[config.mk]
export PLATFORM = sky130hd
export DESIGN_NAME = fifo_stream_reader
export DESIGN_NICKNAME = d
export VERILOG_FILES = /design/src/rtl/fifo_pkg.sv /design/src/rtl/fifo_skid_buf.sv /design/src/rtl/fifo_stream_reader.sv
export SDC_FILE = /design/constraint.sdc
export NUM_CORES = 1
export LEC_CHECK = 0
export ABC_AREA = 1
export CAP_MARGIN = 20
export CORE_MARGIN = 2
export CORE_UTILIZATION = 51
export CTS_CLUSTER_SIZE = 12
export DETAILED_ROUTE_END_ITERATION = 16
export PLACE_DENSITY = 0.78
export SYNTH_ARGS = -nofsm -noshare
export SYNTH_HDL_FRONTEND = slang
export SYNTH_HIERARCHICAL = 1
export SYNTH_SLANG_ARGS = --single-unit
[constraint.sdc]
create_clock -name clk -period 2.55 [get_ports clk]
set_input_delay 0.3825 -clock clk [delete_from_list [all_inputs] [get_ports clk]]
set_output_delay 0.3825 -clock clk [all_outputs]
set_load 0.005 [all_outputs]
[src/rtl/fifo_pkg.sv]
// fifo_pkg: shared word type, default width and burst-index width helper for the FIFO slice.
package fifo_pkg;
    localparam int WIDTH = 8;
    typedef logic [WIDTH-1:0] word_t;
    // Index width for a counter over n values, never narrower than one bit.
    function automatic int idx_w(input int n);
        return (n > 1) ? $clog2(n) : 1;
    endfunction
endpackage

[src/rtl/fifo_skid_buf.sv]
// fifo_skid_buf: 2-entry head/tail output buffer with occupancy count.
// Ports: clk, rst_n (async low); push/push_data write the tail; pop retires the head;
// head is the oldest word; occ is 0..2.
module fifo_skid_buf #(
    parameter int WIDTH = fifo_pkg::WIDTH
) (
    input  logic             clk,
    input  logic             rst_n,
    input  logic             push,
    input  logic [WIDTH-1:0] push_data,
    input  logic             pop,
    output logic [WIDTH-1:0] head,
    output logic [1:0]       occ
);
    logic [WIDTH-1:0] tail;
    always_ff @(posedge clk or negedge rst_n) begin
        if (!rst_n) begin
            head <= '0;
            tail <= '0;
            occ  <= 2'd0;
        end else begin
            occ <= occ + {1'b0, push} - {1'b0, pop};
            // Head advances from the tail when full, otherwise a push lands directly in an empty or retiring head.
            if (occ == 2'd2 && pop)
                head <= tail;
            else if (push && (occ == 2'd0 || pop))
                head <= push_data;
            if (push && (occ == 2'd2 || (occ == 2'd1 && !pop)))
                tail <= push_data;
        end
    end
endmodule

[src/rtl/fifo_stream_reader.sv]
// fifo_stream_reader: drains the FIFO read port into a valid/ready stream framed in bursts.
// Ports: clk, rst_n (async low); empty/data_out/r_en = FIFO read port;
// m_valid/m_ready/m_data/m_last = stream; beat_count = accepted beats since reset (wraps).
module fifo_stream_reader
    import fifo_pkg::*;
#(
    parameter int WIDTH     = fifo_pkg::WIDTH,
    parameter int BURST_LEN = 4,
    parameter int CNT_W     = 16
) (
    input  logic             clk,
    input  logic             rst_n,
    input  logic             empty,
    input  logic [WIDTH-1:0] data_out,
    output logic             r_en,
    output logic             m_valid,
    input  logic             m_ready,
    output logic [WIDTH-1:0] m_data,
    output logic             m_last,
    output logic [CNT_W-1:0] beat_count
);
    localparam int BW = idx_w(BURST_LEN);
    localparam logic [BW-1:0] LAST = BW'(BURST_LEN - 1);

    logic [1:0]    occ;
    logic [2:0]    lvl;
    logic          inflight;
    logic          pop;
    logic [BW-1:0] burst_idx;

    assign m_valid = occ != 2'd0;
    assign pop     = m_valid && m_ready;
    // Slots committed after this cycle; a read is only issued if its returning word is sure to fit.
    assign lvl     = {1'b0, occ} + {2'b0, inflight} - {2'b0, pop};
    assign r_en    = rst_n && !empty && lvl < 3'd2;
    assign m_last  = m_valid && burst_idx == LAST;

    fifo_skid_buf #(.WIDTH(WIDTH)) u_buf (
        .clk       (clk),
        .rst_n     (rst_n),
        .push      (inflight),
        .push_data (data_out),
        .pop       (pop),
        .head      (m_data),
        .occ       (occ)
    );

    always_ff @(posedge clk or negedge rst_n) begin
        if (!rst_n) begin
            inflight   <= 1'b0;
            burst_idx  <= '0;
            beat_count <= '0;
        end else begin
            inflight <= r_en;
            if (pop) begin
                burst_idx  <= (burst_idx == LAST) ? '0 : burst_idx + 1'b1;
                beat_count <= beat_count + 1'b1;
            end
        end
    end
endmodule

After elaboration in Yosys (flattened, before gate mapping)
Index checks and enable logic that the tools add are counted.
Operators by class
  add/sub/neg operators: 6
  $mul: 0
  divide/modulo/power cells: 0
  magnitude comparators: 1
  eq/ne operators: 3
  shifts and indexed selects: 0
  mux-type cells: 3
  bitwise logic cells: 0
  reduce and logical (&&, ||, !) cells: 15
Operators with widths (number)
  adder 16 x 1 -> 16 bit (second input constant): 1
  two-way mux 8 bit: 2
  logical AND 1 bit: 8
  equality test 2 bit (second input constant): 2
  nonzero test 2 bit: 2
  adder 2 x 1 -> 3 bit: 1
  < comparator 3 x 2 -> 1 bit (second input constant): 1
  subtractor 3 x 1 -> 3 bit: 1
  adder 2 x 1 -> 2 bit: 1
  adder 2 x 1 -> 2 bit (second input constant): 1
  equality test 2 x 1 -> 1 bit (second input constant): 1
  logical NOT 1 bit: 2
  logical NOT 2 bit: 1
  logical OR 1 bit: 2
  two-way mux 2 bit: 1
  subtractor 2 x 1 -> 2 bit: 1
Word-level totals
  register bits after elaboration: 37
  latch bits: 0
  RAM bits: 0
  bits in read-only memories: 0
  bits of input ports: 12
  output and inout port bits: 27
  logic and storage cells: 34
  memories kept: 0

Longest topological paths before layout
  depth in word-level cells: 6
  gate-level depth with buffers: 8
  gate-level depth less buffers: 8

Cells and area by module
The synthesis kept the hierarchy.
By module, submodules not included
  fifo_stream_reader: times used 1, cells an instance 119, area each 1013.5 um^2, sequential area each 475.5 um^2
  fifo_skid_buf: times used 1, cells an instance 111, area each 904.6 um^2, sequential area each 450.4 um^2

Worst setup path after synthesis
No wires, ideal clock.
  path kind: register to output
  from: register u_buf.occ[1]
  to: output port r_en
  data arrival time: 1958 ps
  setup slack: 210 ps
  cell stages (with the launch flop): 9
  buffers on the path: 0
  cells stage by stage: dfrtp_1 > nor2_2 > nor2_8 > ha_1 > inv_1 > nand2_1 > fa_1 > nand2_1 > nor3_1
Between the ends
  longest elaborated chain between the ends: 5
  elaborated cells on any way between the ends: 6
Ends and longest elaborated chain
  start: declaration: RTL line fifo_skid_buf.sv:13  | output logic [1:0] occ
  start signal: assignment: RTL line fifo_skid_buf.sv:22  | occ <= occ + {1'b0, push} - {1'b0, pop};
  nonzero test 2 bit: RTL line fifo_stream_reader.sv:31  | assign m_valid = occ != 2'd0;
  logical AND 1 bit: RTL line fifo_stream_reader.sv:32  | assign pop = m_valid && m_ready;
  named net pop: RTL line fifo_stream_reader.sv:28  | logic pop;
  subtractor 3 x 1 -> 3 bit: RTL line fifo_stream_reader.sv:34  | assign lvl = {1'b0, occ} + {2'b0, inflight} - {2'b0, pop};
  < comparator 3 x 2 -> 1 bit: RTL line fifo_stream_reader.sv:35  | assign r_en = rst_n && !empty && lvl < 3'd2;
  logical AND 1 bit: RTL line fifo_stream_reader.sv:35
  end: declaration: RTL line fifo_stream_reader.sv:15  | output logic r_en,
The timed path passes the listed nets, and every way through them passes these cells.

Final worst setup path
  from: register u_buf.occ[0]
  to: output port r_en
The elaborated chain is that of the path after synthesis.

==> results by group <==
Hold path
  • Hold Path Sink: u_buf/tail[7]$_DFFE_PN0P_
  • Type of the most critical hold path: flop to flop
  • Number of cells on the worst hold path: 2
  • Startpoint of the worst hold path: u_buf/tail[7]$_DFFE_PN0P_

Drt
  • Count of vias placed by the detailed router: 1704
  • Number of violations reported at the end of detailed-routing iteration 0: 83
  • Number of design rule violations left after detail routing: 0
  • Iteration count of the initial detailed-routing pass: 4
  • Via density per instance: 5.06
  • Routed WL: 4.18 mm
  • Average wire length per cell after detail routing: 12.4 um
  • Number of nets with antenna violations after detailed routing: 0

Yosys
  • Net count of the mapped netlist: 248
  • Syn Inst Count: 230
  • Post-Synthesis Mean Instance Area: 8.34 um2
  • FF+latch count, synth: 37
  • Fraction of registers with async set/reset: 1.00
  • Number of distinct standard cells referenced by the synthesized netlist: 24
  • Top_reg_cell synth: dfrtp_1
  • Number of flops mapped to enable cells by yosys: 0
  • Number of warnings printed during yosys synthesis: 6
  • Share of the yosys chip area belonging to registers: 0.483
  • Syn Std Cell Area: 0.00192 mm2

Global routing
  • All-layer global routing usage: 0.221
  • Number of global-route vias before repair: 1670
  • Final global-route overflow total: 0
  • Pin count of the biggest net entering global routing: 38
  • Number of antenna violations at the first check in global routing: 0
  • Wire length of the first global-routing pass: 7.27 mm

CTS
  • CTS Sinks: 37
  • Root buffer cell: clkbuf_8
  • Inserted Clock Buffers: 5
  • CTS tree: built
  • Clock Tree Buf Depth: 2
  • Clock input transition at the sequential cells of the worst setup and hold paths: 80 ps
  • H-tree depth: 2
  • Clock network latency to the later pin of the worst-skew pair: 290 ps

Timing
  • Minimum clock period: 2490 ps
  • Final setup skew: 7.56 ps
  • Count of endpoints failing setup in the final report: 0
  • Fin. Hold Viols: 0
  • Max-slew violation total from the final report: 0
  • Slew of the pin with the lowest slew margin: 650 ps
  • Relative max-transition margin: 0.562
  • Post-route clock period utilization: 0.976
  • Max Fclk: 402 MHz
  • Total Neg Setup Slack: 0 ps

Final layout
  • Layout overhead on the synthesized area: 35.2%
  • Number of nets in the finished design: 306
  • ANT cells: 0
  • Share of cells above drive strength 1: 0.149
  • Final Instance Count excl. Fillers: 337

Pwr
  • Sequential cell fraction of total power: 0.339
  • IR Drop Worst-Case VDD: 0.771 mV
  • Part of the power in the clock network: 0.190
  • Switching share of total power: 0.369
  • Power density normalized to cell area: 1050 mW/mm2
  • Net switching power of the design: 1010 uW
  • Relative contribution of combinational cells to total power: 0.471
  • P_leak: 0.00130 uW
  • Internal power of the cells: 1720 uW

Floorplanning
  • Die footprint: 0.00427 mm2
  • Starting density of the core: 0.528
  • Number of ports placed on the die boundary: 39
  • Vertical extent of the die: 65.3 um
  • Die extent in x: 65.3 um
  • Core ar.: 0.00363 mm2
  • Standard-cell rows: 22

Critical path
  • Worst Path Required: 2170 ps
  • Depth of the worst register-to-register path: 14
  • Reg2Reg Launch Point: u_buf/occ[0]$_DFF_PN0_
  • Reg-to-reg critical path endpoint: inflight$_DFF_PN0_
  • Maximum fanout count along the critical path: 2
  • CP arrival: 2110 ps
  • Category of the worst setup path launch point: flop
  • Register-to-Register Setup Slack: 160 ps
  • WS Path Type: flop to output pin
  • Critical Path End Type: output pin

Placement
  • GPL Wtd Cong: 0.822
  • Buffers added on ports: 38
  • Placed Instances: 320
  • Detailed placer's ending HPWL: 2.81 mm

Job
  • Count of max-cap constraint violations: 0

Outcome
  • Run status: completed
critical path, cell delays in order, from the launching register on:
cell,delay [ps]
dfrtp_1,420
nor2_4,190
nor2_8,50
ha_4,200
inv_2,40
nand2_1,50
fa_1,470
nand2_1,70
nor3_2,190
buf_2,150
per-stage QoR:
stage          power (uW)  setup slack (ps)  cell area [um2]  hold WS [ps]   util
2_1_floorplan        1590               210             1920          86.9      -
6_report             2730              60.7             2590           478  0.714
5_1_grt              2940             -11.2             2590           510  0.714
4_1_cts              2690              15.1             2580           479  0.710
3_3_place_gp         2030              -475             2390           453  0.659
3_5_place_dp         2070              -579             2390           460  0.659
layer usage:
layer / GRT usage / routed length (um) / part of all wire
met4: 0.0625 / 59 / 0.014
met2: 0.390 / 2140 / 0.51
met1: 0.273 / 1820 / 0.44
met3: 0.0479 / 161 / 0.039
met5: 0 / 0 / 0
power by group through the flow:
stage / sequential (uW) / clock [uW] / combinational, uW
5_1_grt: 951 / 558 / 1430
6_report: 925 / 518 / 1280
3_3_place_gp: 918 / 0 / 1120
2_1_floorplan: 944 / 0 / 650
4_1_cts: 925 / 527 / 1240
3_5_place_dp: 927 / 0 / 1150
registers in the layout, summed over array words and instances (netlist names):
register and count:
beat_count 16, burst_idx 2, inflight 1, u_buf/head 8, u_buf/occ 2, u_buf/tail 8
cells in the mapped netlist (3+ instances only):
master / n / area [um2]
nand2_1: 95 / 357
dfrtp_1: 37 / 926
inv_1: 20 / 75.1
nand3_1: 12 / 60.1
nor2_1: 12 / 45.0
nand4_1: 10 / 62.6
xnor2_1: 8 / 70.1
xor2_1: 6 / 52.6
ha_1: 5 / 62.6
nor2_2: 3 / 18.8
nor2_4: 3 / 33.8
o21ai_0: 3 / 15.0
worst max path at each step:
stage                                      start   end  slack (ps)  cells after the start
after floorplan           u_buf/occ[1]$_DFF_PN0_  r_en         210                      8
after global placement                   m_ready  r_en        -470                     10
after detailed placement                 m_ready  r_en        -580                     10
after CTS                 u_buf/occ[1]$_DFF_PN0_  r_en          20                      9
after global routing      u_buf/occ[0]$_DFF_PN0_  r_en         -10                      9
final                     u_buf/occ[0]$_DFF_PN0_  r_en          60                      9
kinds of logic after synthesis:
family,after synthesis,synth area share
simple gates,142,0.335
flops,37,0.483
buf+inv,24,0.0502
xor+xnor,14,0.0639
compound gates,7,0.0254
fa+ha+maj,6,0.0431
layout make-up:
class                           instances  area [um2]
Sequential cell                        37         926
Multi-Input combinational cell        169         918
Fill cell                             300        1040
Clock buffer                            7        86.3
Inverter                               21        78.8
Clock inverter                          1        30.0
Tap cell                               48        60.1
Timing Repair Buffer                   54         494
timing repair:
action / 4_1_cts / 5_1_grt
gates resized for setup: 9 / 1
hold buffers: 0 / 0
setup buffers: 7 / 2
endpoints found under the setup margin: 1 / 1
pin swaps: 4 / 3
cell usage in the layout, fill, tap and decap left out, drive strengths merged, types with 5 or more instances in the layout:
master         Yosys  final
nor2              19     19
xnor2              8      8
nand3             14     14
nand2             97     97
clkdlybuf4s50      0     36
xor2               6      6
o21ai              5      5
dfrtp             37     37
clkbuf             0      7
nand4             10     10
inv               21     21
buf                3     17
ha                 5      5
Note: power is estimated with default switching activity, not from simulation.
==> RTL change 1, RTL diff (config.mk and constraints unchanged) <==
Make the reset (`rst_n`) synchronous in 2 clocked blocks. Comments in the files are not updated.
--- a/src/rtl/fifo_skid_buf.sv
+++ b/src/rtl/fifo_skid_buf.sv
@@ -15,3 +15,3 @@
     logic [WIDTH-1:0] tail;
-    always_ff @(posedge clk or negedge rst_n) begin
+    always_ff @(posedge clk) begin
         if (!rst_n) begin
--- a/src/rtl/fifo_stream_reader.sv
+++ b/src/rtl/fifo_stream_reader.sv
@@ -47,3 +47,3 @@
 
-    always_ff @(posedge clk or negedge rst_n) begin
+    always_ff @(posedge clk) begin
         if (!rst_n) begin
Check against the original RTL: differs if rst_n is asserted again (counterexample within 4 cycles, from zero or initial values and one cycle with rst_n low); with rst_n held inactive, the same outputs for 10 cycles.
==> RTL change 1 against the unedited design <==
Sequential cell count is the same; cell count grew 11%; design area shrank 6.0%; register-to-register slack gained 0.70 ns; worst setup slack gained 0.062 ns; die area shrank 1.5%; power shrank 26%; area after synthesis shrank 1.6%; routed wire length shrank 7.6%; critical path type unchanged; largest power group unchanged.
==> RTL change 1: results (changes against the unedited design) <==
* Post-DP HPWL at 2.69 mm (-4.3%)
* Avg Vias per Cell at 4.78 (-5.5%)
* Overall Global Routing Usage at 0.203 (-0.0180)
* Final net count at 343 (+12%)
* Max rail drop VDD at 433 uV (-44%)
* Fillers at 342 (+14%)
* Wirelength per Cell at 10.4 um (-17%)
* Syn Nets at 297 (+20%)
* Post-CTS Setup Bufs at 0 (-7)
* Slew headroom at 0.725 (+0.163)
* Pleak at 1.11 nW (-14%)
* Biggest regs: beat_count (16), u_buf/head (8), u_buf/tail (8)
* Synth cell types at 27 (+13%)
* Ys flop type: dfxtp_1
* 1st-iter DRT viols at 88 (+6.0%)
* CP Data Arrival Time at 2.05 ns (-0.06 ns)
* Worst-Skew Late Latency at 0.30 ns
* Synthesized area per cell at 6.77 um2 (-19%)
* Register area share after synthesis at 0.392 (-0.0904)
* Synth top area cells: dfxtp_1 39%, nand2_1 13%, nor2_1 13%
* Worst Reg-to-Reg Cells at 8 (-6)
* Placer's final routability congestion estimate at 0.838 (+1.9%)
* Worst Clk Skew at 0.00566 ns (-0.00190 ns)
* Worst Hold Margin at 0.476 ns (-0.00182 ns)
* Reg-to-reg setup timing slack at 0.86 ns (+0.70 ns)
* DP Worst Slack at -0.476 ns (+0.102 ns)
* Final std cells w/o fill at 373 (+11%)
* Top cells by count, synth: 66 x nand2_1, 65 x nor2_1, 40 x inv_1
* First-pass GRT wire length at 6.56 mm (-9.9%)
* Status: finished, final reports clean
* Final WS setup at 0.122 ns (+0.0615 ns)
* Async S/R FF share, synth at 0 (-1.00)
* DP Area at 0.00234 mm2 (-2.0%)
* Largest net degree at the start of global routing at 34 (-11%)
* Vias in the first global route at 1591 (-4.7%)
[RTL change 1: changes by cell type after synthesis, moves of 3 or more]
cell / before / now
nand2_1: 95 / 66
nor2_1: 12 / 65
dfxtp_1: 0 / 37
nand4_1: 10 / 4
dfrtp_1: 37 / 0
o21ai_1: 0 / 3
inv_1: 20 / 40
xnor2_1: 8 / 0
o21ai_0: 3 / 8
a21oi_1: 0 / 8
[RTL change 1: cells by family after synthesis]
kind of cell,synth area share
AO/OA/AOI/OAI,0.0702
XOR/XNOR,0.0186
adder cells (fa/ha/maj),0.0437
buffers and inverters,0.0968
flip-flops,0.392
AND/OR/NAND/NOR,0.378
[RTL change 1: area by class of cell]
type,instances,area [um2],area share
Multi-Input combinational cell,196,975,0.400
Sequential cell,37,741,0.304
Timing Repair Buffer,44,419,0.172
Inverter,41,154,0.0631
Clock buffer,6,82.6,0.0339
Tap cell,48,60.1,0.0246
Clock inverter,1,7.51,0.00308
[RTL change 1: worst paths after layout]
check                 startpoint             end
setup / recovery    u_buf/occ[0]            r_en
hold reg to reg   beat_count[13]  beat_count[13]
setup reg to reg    u_buf/occ[0]        inflight
hold / removal    beat_count[13]  beat_count[13]
[RTL change 1: where the power goes]
| part | switching (mW) | total [mW] | internal [mW] |
|---|---|---|---|
| Clock | 0.207 | 0.421 | 0.213 |
| Combinational | 0.500 | 0.868 | 0.368 |
| Sequential | 0.0585 | 0.740 | 0.682 |
[RTL change 1: layer usage]
layer / part of all wire / track usage / vias to the layer above
met1: 0.44 / 0.221 / 781
met2: 0.49 / 0.366 / 44
met5: 0 / 0 / -
met4: 0.027 / 0.112 / 0
met3: 0.042 / 0.0417 / 9
li1: - / - / 948
[RTL change 1: repair_timing]
action	in CTS	in global routing
pin swaps	0	0
setup endpoints to repair	1	1
gates resized for setup	7	1
==> RTL change 2, RTL diff (same settings) <==
Without the edit above. Set the package constant `WIDTH` to 10 (it was 8).
--- a/src/rtl/fifo_pkg.sv
+++ b/src/rtl/fifo_pkg.sv
@@ -2,3 +2,3 @@
 package fifo_pkg;
-    localparam int WIDTH = 8;
+    localparam int WIDTH = 10;
     typedef logic [WIDTH-1:0] word_t;
Ports: changed (resized data_out and m_data); port bits go from 39 to 43. No check against the original RTL was run, so the function may have changed too.
==> RTL change 2 against the unedited design <==
Die area up 8.1%; cell count up 6.5%; power down 1.5%; synthesized cell count up 11%; design area up 5.0%; sequential cell count up 4; clock skew about the same; maximum frequency up 0.72%; worst setup slack better by 0.018 ns; area after synthesis up 8.6%; routed wire length up 5.5%; sequential share of layout area up 2.0 points; via count up 4.7%; largest power group unchanged.
==> RTL change 2: results (changes against the unedited design) <==
* Status: finished, final reports clean
* Placer's final routability congestion estimate at 0.782 (-4.9%)
* Max rail drop VDD at 660 uV (-14%)
* Worst-Skew Late Latency at 0.29 ns (about the same)
* Reg-to-reg setup timing slack at 0.54 ns (+0.38 ns)
* Register area share after synthesis at 0.492 (+0.00978)
* Combinational power at 1.23 mW (-4%)
* CP Data Arrival Time at 2.09 ns (-0.02 ns)
* CP top delay family: adder cells
* Worst Reg-to-Reg Cells at 9 (-5)
* Async S/R FF share, synth at 1.00 (unchanged)
* Synth cell types at 21 (-13%)
* First-pass GRT wire length at 7.54 mm (+3.7%)
* Largest net degree at the start of global routing at 42 (+11%)
* EDFF count, synth at 0 (unchanged)
* Seq pwr share at 0.382 (+0.043)
* Vias in the first global route at 1656 (-0.84%)
* Area of the multi-input gates at 960 um2 (+4.5%)
* Syn Nets at 275 (+11%)
* Via count at 1784 (+4.7%)
* Worst r2r dst: u_buf/head[5]
* Placed Instances at 349 (+9.1%)
* Post-synthesis compound-gate area fraction at 0.0156 (-0.00982)
* Slowest-stage cell, CP: fa_1
* Post-CTS resize count at 9 (unchanged)
* Layout cells sized above 1 at 0.104 (-0.0452)
* Synth top area cells: dfrtp_1 49%, nand2_1 18%, nand3_1 6.0%
* Switch share at 0.370 (+0.000569)
* Avg Vias per Cell at 4.97 (-1.7%)
* 1st-iter DRT viols at 150 (+81%)
* Logic pwr share at 0.460 (-0.011)
* Pleak at 1.38 nW (+6.1%)
* H-Tree Depth at 2 (unchanged)
* Worst Hold Margin at 0.185 ns (-0.293 ns)
* Worst-path clk slew at 0.08 ns (about the same)
* Biggest regs: beat_count (16), u_buf/head (10), u_buf/tail (10)
* Post-CTS Setup Bufs at 1 (-6)
* Post-DP HPWL at 3.15 mm (+12%)
* Ant. Diodes at 0 (unchanged)
* PortBufs at 42 (+11%)
* DP Area at 0.00260 mm2 (+8.5%)
* YS warnings at 6 (unchanged)
* Slew headroom at 0.511 (-0.0516)
* Ys flop type: dfrtp_1
* Top cells by count, synth: 100 x nand2_1, 41 x dfrtp_1, 25 x nand3_1
* Final net count at 329 (+7.5%)
* Synthesized area per cell at 8.17 um2 (-2.0%)
* Synth Area in XOR/XNOR at 0.0589 (-0.00507)
* Min-delay worst type: in -> async
* Final wirelength at 4.41 mm (+5.5%)
* Post-synthesis adder-cell area fraction at 0.0396 (-0.00341)
* Overall Global Routing Usage at 0.222 (about the same)
* DP Worst Slack at -0.538 ns (+0.0404 ns)
* Delay of the slowest critical-path stage at 0.50 ns (+0.03 ns)
* Worst r2r src: u_buf/occ[0]
* Fillers at 344 (+15%)
* Worst Clk Skew at 0.00713 ns (-0.000433 ns)
* Clk root buf: clkbuf_8
RTL change 2: worst register-to-register path, delay by kind of cell (launching register included):
kind	cells	cell delay [ns]
buffers and inverters	4	0.87
and+or+nand+nor	5	0.64
DFF	1	0.41
RTL change 2: layout make-up:
type / instances / area share
well taps: 50 / 0.0230
inverters: 22 / 0.0303
multi-input cells: 184 / 0.352
repair buffers: 55 / 0.186
clock buffers: 7 / 0.0317
flip-flops and latches: 41 / 0.377
RTL change 2: worst max-delay path by stage:
stage	startpoint	endpoint	slack, ns	cells past startpoint
floorplan	u_buf/occ[1]	r_en	0.23	8
global placement	m_ready	r_en	-0.47	10
detailed placement	m_ready	r_en	-0.54	10
CTS	u_buf/occ[1]	r_en	0.06	9
global route	u_buf/occ[0]	r_en	-0.05	9
finish	u_buf/occ[0]	r_en	0.08	9
RTL change 2: per-layer routing:
metal / part of all wire / track usage
met1: 0.47 / 0.303
met2: 0.48 / 0.335
met3: 0.040 / 0.0609
met4: 0.014 / 0.0875
met5: 0 / 0
